`config.mk`:
```
export PLATFORM = sky130hd
export DESIGN_NAME = ncluster_frame_decoder
export DESIGN_NICKNAME = d
export VERILOG_FILES = /design/src/rtl/ncf_pkg.sv /design/src/rtl/ncf_chan.sv /design/src/rtl/ncluster_frame_decoder.sv
export SDC_FILE = /design/constraint.sdc
export NUM_CORES = 1
export LEC_CHECK = 0
export CAP_MARGIN = 5
export CORE_AREA = 5 5 171 173
export CTS_CLUSTER_SIZE = 8
export DETAILED_ROUTE_END_ITERATION = 6
export DIE_AREA = 0 0 176 178
export GPL_TIMING_DRIVEN = 0
export HOLD_SLACK_MARGIN = 0.12
export PLACE_DENSITY = 0.75
export SETUP_SLACK_MARGIN = 0.2
export SLEW_MARGIN = 15
export SYNTH_ARGS = -nofsm -noshare
export SYNTH_HDL_FRONTEND = slang
export SYNTH_SLANG_ARGS = --single-unit
```
`constraint.sdc`:
```
create_clock -name clk -period 10.9 [get_ports clk]
set_clock_uncertainty 0.05 [all_clocks]
set_input_delay 1.635 -clock clk [delete_from_list [all_inputs] [get_ports clk]]
set_output_delay 1.635 -clock clk [all_outputs]
set_load 0.02 [all_outputs]
```
`src/rtl/ncf_pkg.sv`:
```
// Shared constants, FSM state type and bus-slicing helpers for the ncluster frame decoder.
// Optional build macro used by this block: NCF_ERRCNT_EN (per-channel saturating error counters).
package ncf_pkg;

  localparam logic [15:0] MARK_DEFAULT = 16'hAAAA;
  localparam int          ID_W_DEFAULT = 11;
  localparam logic [ID_W_DEFAULT-1:0] ID_ALL_ONES = '1;

  typedef enum logic {
    IDLE = 1'b0,
    BODY = 1'b1
  } ncf_state_e;

  // LSB of channel k inside a flat bus made of w-bit lanes.
  function automatic int chan_lsb(input int k, input int w);
    return k * w;
  endfunction

  function automatic int chan_msb(input int k, input int w);
    return k * w + w - 1;
  endfunction

endpackage

```
`src/rtl/ncf_chan.sv`:
```
// One decoder channel: header detection, turn->cluster conversion, frame FSM and sticky error flags.
// With NCF_ERRCNT_EN defined, also a saturating per-channel error-event counter.
module ncf_chan
  import ncf_pkg::*;
#(
  parameter int          HDR_W    = 38,
  parameter int          NTURN_W  = 15,
  parameter int          SHIFT    = 2,
  parameter logic [15:0] MARK     = MARK_DEFAULT,
  parameter int          ID_LSB   = 26,
  parameter int          ID_W     = ID_W_DEFAULT,
  parameter int          ERRCNT_W = 8
) (
  input  logic                     clk,
  input  logic                     rst,
  input  logic                     clr_err_i,
  input  logic                     valid_i,
  input  logic [HDR_W-1:0]         word_i,
  input  logic [NTURN_W-1:0]       nturn_i,
  output logic                     hdr_valid_o,
  output logic [HDR_W-1:0]         header_o,
  output logic [NTURN_W-SHIFT-1:0] ncluster_o,
  output logic                     in_frame_o,
  output logic                     err_align_o,
  output logic                     err_id_o,
`ifdef NCF_ERRCNT_EN
  output logic                     err_trunc_o,
  output logic [ERRCNT_W-1:0]      err_cnt_o
`else
  output logic                     err_trunc_o
`endif
);

  ncf_state_e                 state_q;
  logic [NTURN_W-1:0]         rem_q;
  logic                       hdr_valid_q;
  logic [HDR_W-1:0]           header_q;
  logic [NTURN_W-SHIFT-1:0]   ncluster_q;
  logic                       err_align_q, err_id_q, err_trunc_q;

  logic is_hdr, ev_align, ev_id, ev_trunc;

  assign is_hdr   = valid_i && (word_i[15:0] == MARK);
  assign ev_align = is_hdr && (nturn_i[SHIFT-1:0] != '0);
  assign ev_id    = is_hdr && (word_i[ID_LSB +: ID_W] != {ID_W{1'b1}});
  // In BODY rem is always non-zero, so any header there cuts a frame short.
  assign ev_trunc = is_hdr && (state_q == BODY);

  always_ff @(posedge clk or posedge rst) begin
    if (rst) begin
      state_q     <= IDLE;
      rem_q       <= '0;
      hdr_valid_q <= 1'b0;
      header_q    <= '0;
      ncluster_q  <= '0;
      err_align_q <= 1'b0;
      err_id_q    <= 1'b0;
      err_trunc_q <= 1'b0;
    end else begin
      hdr_valid_q <= is_hdr;
      header_q    <= is_hdr ? word_i : '0;
      ncluster_q  <= is_hdr ? nturn_i[NTURN_W-1:SHIFT] : '0;
      err_align_q <= (err_align_q & ~clr_err_i) | ev_align;
      err_id_q    <= (err_id_q & ~clr_err_i) | ev_id;
      err_trunc_q <= (err_trunc_q & ~clr_err_i) | ev_trunc;
      if (is_hdr) begin
        rem_q   <= nturn_i;
        state_q <= (nturn_i != '0) ? BODY : IDLE;
      end else if (valid_i && state_q == BODY) begin
        rem_q <= rem_q - 1'b1;
        if (rem_q == NTURN_W'(1)) state_q <= IDLE;
      end
    end
  end

`ifdef NCF_ERRCNT_EN
  logic [ERRCNT_W-1:0] err_cnt_q;
  always_ff @(posedge clk or posedge rst) begin
    if (rst) begin
      err_cnt_q <= '0;
    end else if (ev_align || ev_id || ev_trunc) begin
      if (err_cnt_q != {ERRCNT_W{1'b1}}) err_cnt_q <= err_cnt_q + 1'b1;
    end else if (clr_err_i) begin
      err_cnt_q <= '0;
    end
  end
  assign err_cnt_o = err_cnt_q;
`endif

  assign hdr_valid_o = hdr_valid_q;
  assign header_o    = header_q;
  assign ncluster_o  = ncluster_q;
  assign in_frame_o  = (state_q == BODY);
  assign err_align_o = err_align_q;
  assign err_id_o    = err_id_q;
  assign err_trunc_o = err_trunc_q;

endmodule

```
`src/rtl/ncluster_frame_decoder.sv`:
```
// NCH independent header/payload decoders between link deserialisers and the cluster builder.
// Define NCF_ERRCNT_EN to add the err_cnt port with saturating per-channel error counters.
module ncluster_frame_decoder
  import ncf_pkg::*;
#(
  parameter int          NCH      = 4,
  parameter int          HDR_W    = 38,
  parameter int          NTURN_W  = 15,
  parameter int          SHIFT    = 2,
  parameter logic [15:0] MARK     = MARK_DEFAULT,
  parameter int          ID_LSB   = 26,
  parameter int          ID_W     = ID_W_DEFAULT,
  parameter int          ERRCNT_W = 8
) (
  input  logic                           clk,
  input  logic                           rst,
  input  logic                           clr_err,
  input  logic [NCH-1:0]                 in_valid,
  input  logic [NCH*HDR_W-1:0]           word_in,
  input  logic [NCH*NTURN_W-1:0]         nturn_in,
  output logic [NCH-1:0]                 hdr_valid,
  output logic [NCH*HDR_W-1:0]           header_out,
  output logic [NCH*(NTURN_W-SHIFT)-1:0] ncluster,
  output logic [NCH-1:0]                 in_frame,
  output logic [NCH-1:0]                 err_align,
  output logic [NCH-1:0]                 err_id,
`ifdef NCF_ERRCNT_EN
  output logic [NCH-1:0]                 err_trunc,
  output logic [NCH*ERRCNT_W-1:0]        err_cnt
`else
  output logic [NCH-1:0]                 err_trunc
`endif
);

  localparam int NCW = NTURN_W - SHIFT;

  for (genvar gi = 0; gi < NCH; gi++) begin : g_ch
    ncf_chan #(
      .HDR_W(HDR_W), .NTURN_W(NTURN_W), .SHIFT(SHIFT), .MARK(MARK),
      .ID_LSB(ID_LSB), .ID_W(ID_W), .ERRCNT_W(ERRCNT_W)
    ) u_chan (
      .clk        (clk),
      .rst        (rst),
      .clr_err_i  (clr_err),
      .valid_i    (in_valid[gi]),
      .word_i     (word_in[chan_msb(gi, HDR_W):chan_lsb(gi, HDR_W)]),
      .nturn_i    (nturn_in[chan_msb(gi, NTURN_W):chan_lsb(gi, NTURN_W)]),
      .hdr_valid_o(hdr_valid[gi]),
      .header_o   (header_out[chan_msb(gi, HDR_W):chan_lsb(gi, HDR_W)]),
      .ncluster_o (ncluster[chan_msb(gi, NCW):chan_lsb(gi, NCW)]),
      .in_frame_o (in_frame[gi]),
      .err_align_o(err_align[gi]),
      .err_id_o   (err_id[gi]),
`ifdef NCF_ERRCNT_EN
      .err_trunc_o(err_trunc[gi]),
      .err_cnt_o  (err_cnt[chan_msb(gi, ERRCNT_W):chan_lsb(gi, ERRCNT_W)])
`else
      .err_trunc_o(err_trunc[gi])
`endif
    );
  end

endmodule
```
==> results by group <==
Run status
  • Status: finished clean

Global route
  • GRT overflow: 0
  • Overall Global Routing Usage: 19.9%
  • Largest net degree at the start of global routing: between 100 and 150
  • Antenna violations before repair: 2
  • Vias in the first global route: between 8000 and 9000
  • First-pass GRT wire length: 49.2 mm

Power
  • Max VDD drop: 112 µV
  • Leakage: 0.00759 µW
  • Power Dens Cells: 138 nW/µm²

Clock tree
  • Clk Tree Root Cell: clkbuf_16
  • Total CTS buffers: 42
  • # H-tree levels: 2
  • Post_cts resized: 0
  • Hold-fix buffers at CTS: 0
  • CTS tree: built
  • Setup Buffers After CTS: 0
  • CTS max path bufs: 3
  • Clock transition at path regs: 0.05 ns
  • CTS Sinks: 284
  • Worst-skew pair later-pin latency: 0.51 ns

Logic synthesis
  • Synth top area share: 65.1%
  • Ranking of synthesized cells by area: dfrtp_1, and2_1, o21bai_1
  • Count of flip-flops with a built-in enable after synthesis: 0
  • Post-Syn Area: 10900 µm²
  • Syn. warnings: 0
  • Top cell type by total area after synthesis: dfrtp_1
  • Synth Flop Type: dfrtp_1
  • Seq/Total Area, Yosys: 65.1%
  • Synth Register Bits: roughly 280
  • Unique cell type count in the Yosys netlist: 47
  • Syn Inst Count: 862
  • Fraction of registers with async set/reset: 100%
  • Synth Area per Inst: 12.7 µm²

Floorplanning
  • Core area: 27500 µm²
  • Rows: 61
  • # IOs: 443
  • Chip height: 178 µm
  • Die area: 31300 µm²
  • Initial Util: 39.8%
  • Die W: roughly 180 µm

Finish
  • Post-layout util: 62.2%
  • Fillers: about 2100
  • Nets: 1606
  • Area growth from synthesis to layout: 56.5%
  • Area of the multi-input gates: 3570 µm²
  • Share of layout cells above drive strength 1: 8.60%
  • Number of diodes: 0
  • Register area: 7110 µm²

STA
  • Final Hold Fails: 0
  • Fin. max-slew vios: 0
  • Worst slew margin: 39.3%
  • Final worst path period share: 31.3%
  • Setup Total Neg Slack: 0 ns
  • Unrepaired setup endpoints after global routing: no
  • Max Fclk: 293 MHz
  • Fin crit period: 3.41 ns
  • Slew @ Worst Pin: 0.910 ns
  • Finish-stage setup viols: 0

Placed design
  • HPWL Detailed: 24.4 mm
  • GPL Wtd Cong: 0.836
  • Port bufs: 440

Route
  • Wire per inst: 18.4 µm
  • Via density: between 4 and 5
  • DRC: 0
  • WL final: around 32 mm
  • DRT Pass-1 Iters: 4
  • DR vias: 8281
  • Post-route ant nets: 0
  • Initial DRC Count: 300

Min path
  • Worst hold path class: flip-flop to flip-flop

Setup path
  • CP top delay family: buffers and inverters
  • Crit path cell chain: buf_4 -> clkdlybuf4s50_1
  • Critical-path maximum fanout: 7
  • Critical path arrival: 1.73 ns
  • CP required: around 9 ns
  • Worst Setup Path Type: flip-flop to primary output
  • Buf+Inv Stages, Crit Path: 2
  • Critical Path Slowest Stage Cell: clkdlybuf4s50_1
  • Crit-path max cell delay: 0.62 ns
  • Crit. End Element: primary output
  • CP startpoint kind: flip-flop

Run
  • Max-cap violations: 0
-- power breakdown --
| part | leakage [µW] | switching [µW] | internal, µW | total (µW) |
|---|---|---|---|---|
| registers | 0.00387 | 1.68 | 1060 | 1060 |
| logic | 0.00314 | 56.8 | 85.3 | 142 |
| clock network | 0.000571 | 425 | 726 | 1150 |
| total | 0.00759 | 483 | 1870 | 2360 |
-- through the flow --
stage	hold WS [ns]	std cells	instance area [µm²]	power, µW	setup WS [ns]
2_1_floorplan	0.447	893	11000	1120	1.38
3_3_place_gp	0.465	1679	15900	1220	-2.02
3_5_place_dp	0.465	1681	15900	1230	6.96
4_1_cts	0.475	1730	17100	2390	7.46
5_1_grt	0.496	1730	17100	2450	7.37
6_report	0.471	1730	17100	2360	7.49
-- flip-flops by register name (all words and copies together) (netlist names) --
signal                   count
g_ch.u_chan.in_frame_o       4
g_ch.u_chan.err_align_o      4
g_ch.u_chan.rem_q           60
g_ch.u_chan.header_o       152
g_ch.u_chan.hdr_valid_o      4
g_ch.u_chan.ncluster_o      52
g_ch.u_chan.err_trunc_o      4
g_ch.u_chan.err_id_o         4
-- placed cells by master, fill, tap and decap left out, drive strengths merged, types with 4 or more instances in the layout --
cell type	netlist	routed
a21oi	4	4
and2	140	140
and4bb	11	11
buf	32	34
clkbuf	17	64
clkdlybuf4s50	0	440
conb	1	32
dfrtp	284	284
ha	8	8
inv	21	21
nand2	35	35
nand3	15	15
nand3b	9	9
nand4	22	22
nor2	20	20
nor3	42	42
nor4	24	24
nor4b	10	10
o21ai	32	32
o21bai	49	49
o31ai	4	4
or3	4	4
xnor2	25	25
xor2	30	30
-- cell usage after synthesis, drive strengths merged, types with 11 or more instances --
cell type / number
buf: 32
xor2: 30
nor4: 24
o21ai: 32
xnor2: 25
o21bai: 49
dfrtp: 284
clkbuf: 17
and2: 140
nand4: 22
nand2: 35
nor3: 42
inv: 21
nand3: 15
nor2: 20
and4bb: 11
-- metal layers --
metal | GRT usage [%] | wire (µm) | vias up
met4 | 6.86 | 1010 | 4
met1 | 22.9 | 11800 | 3969
li1 | - | - | 3895
met3 | 6.59 | 2880 | 78
met2 | 35.2 | 16000 | 335
met5 | 0 | 21 | -
-- cell families (layout without fill, tap and decap cells) --
family                     count (synthesis)  after routing  synth area share [%]
and+or+nand+nor                          351            351                  20.5
DFF                                      284            284                  65.1
AOI/OAI and AO/OA                         90             90                  5.41
buffers and inverters                     70            561                  3.34
xor gates and xnor gates                  55             55                  4.41
adders and majority gates                  8              8                 0.916
muxes                                      3              3                 0.309
other                                      1             32                0.0343
-- worst reg2reg max path, delay by kind of cell, from the launching register on --
kind / cells / cell delay [ns]
xor+xnor: 1 / 0.18
fa+ha+maj: 1 / 0.14
flops: 1 / 0.39
buf+inv: 2 / 0.35
compound gates: 1 / 0.07
simple gates: 3 / 0.76
-- path summary, 6_finish.rpt --
check / startpoint / end / slack, ns / cells after the start
max: g_ch[2].u_chan.in_frame_o$_DFFE_PP0P_ / in_frame[2] / 7.49 / 2
min: g_ch[3].u_chan.err_id_o$_DFF_PP0_ / g_ch[3].u_chan.err_id_o$_DFF_PP0_ / 0.47 / 2
max reg2reg: g_ch[1].u_chan.rem_q[0]$_DFFE_PP0P_ / g_ch[1].u_chan.rem_q[14]$_DFFE_PP0P_ / 8.84 / 8
min reg2reg: g_ch[3].u_chan.err_id_o$_DFF_PP0_ / g_ch[3].u_chan.err_id_o$_DFF_PP0_ / 0.47 / 2
max in group asynchronous: rst / g_ch[0].u_chan.header_o[3]$_DFF_PP0_ / 8.27 / 3
min in group asynchronous: rst / g_ch[1].u_chan.header_o[23]$_DFF_PP0_ / 1.57 / 2
-- cell type report --
class	instances	share of cell area [%]
clock inverter	2	0.0805
buffer	49	1.68
sequential	284	41.6
multi-input combinational	539	20.9
clock buffer	47	6.69
timing repair buffer	442	26.1
inverter	21	0.505
tap	346	2.53
(Power assumes the default switching activity.)
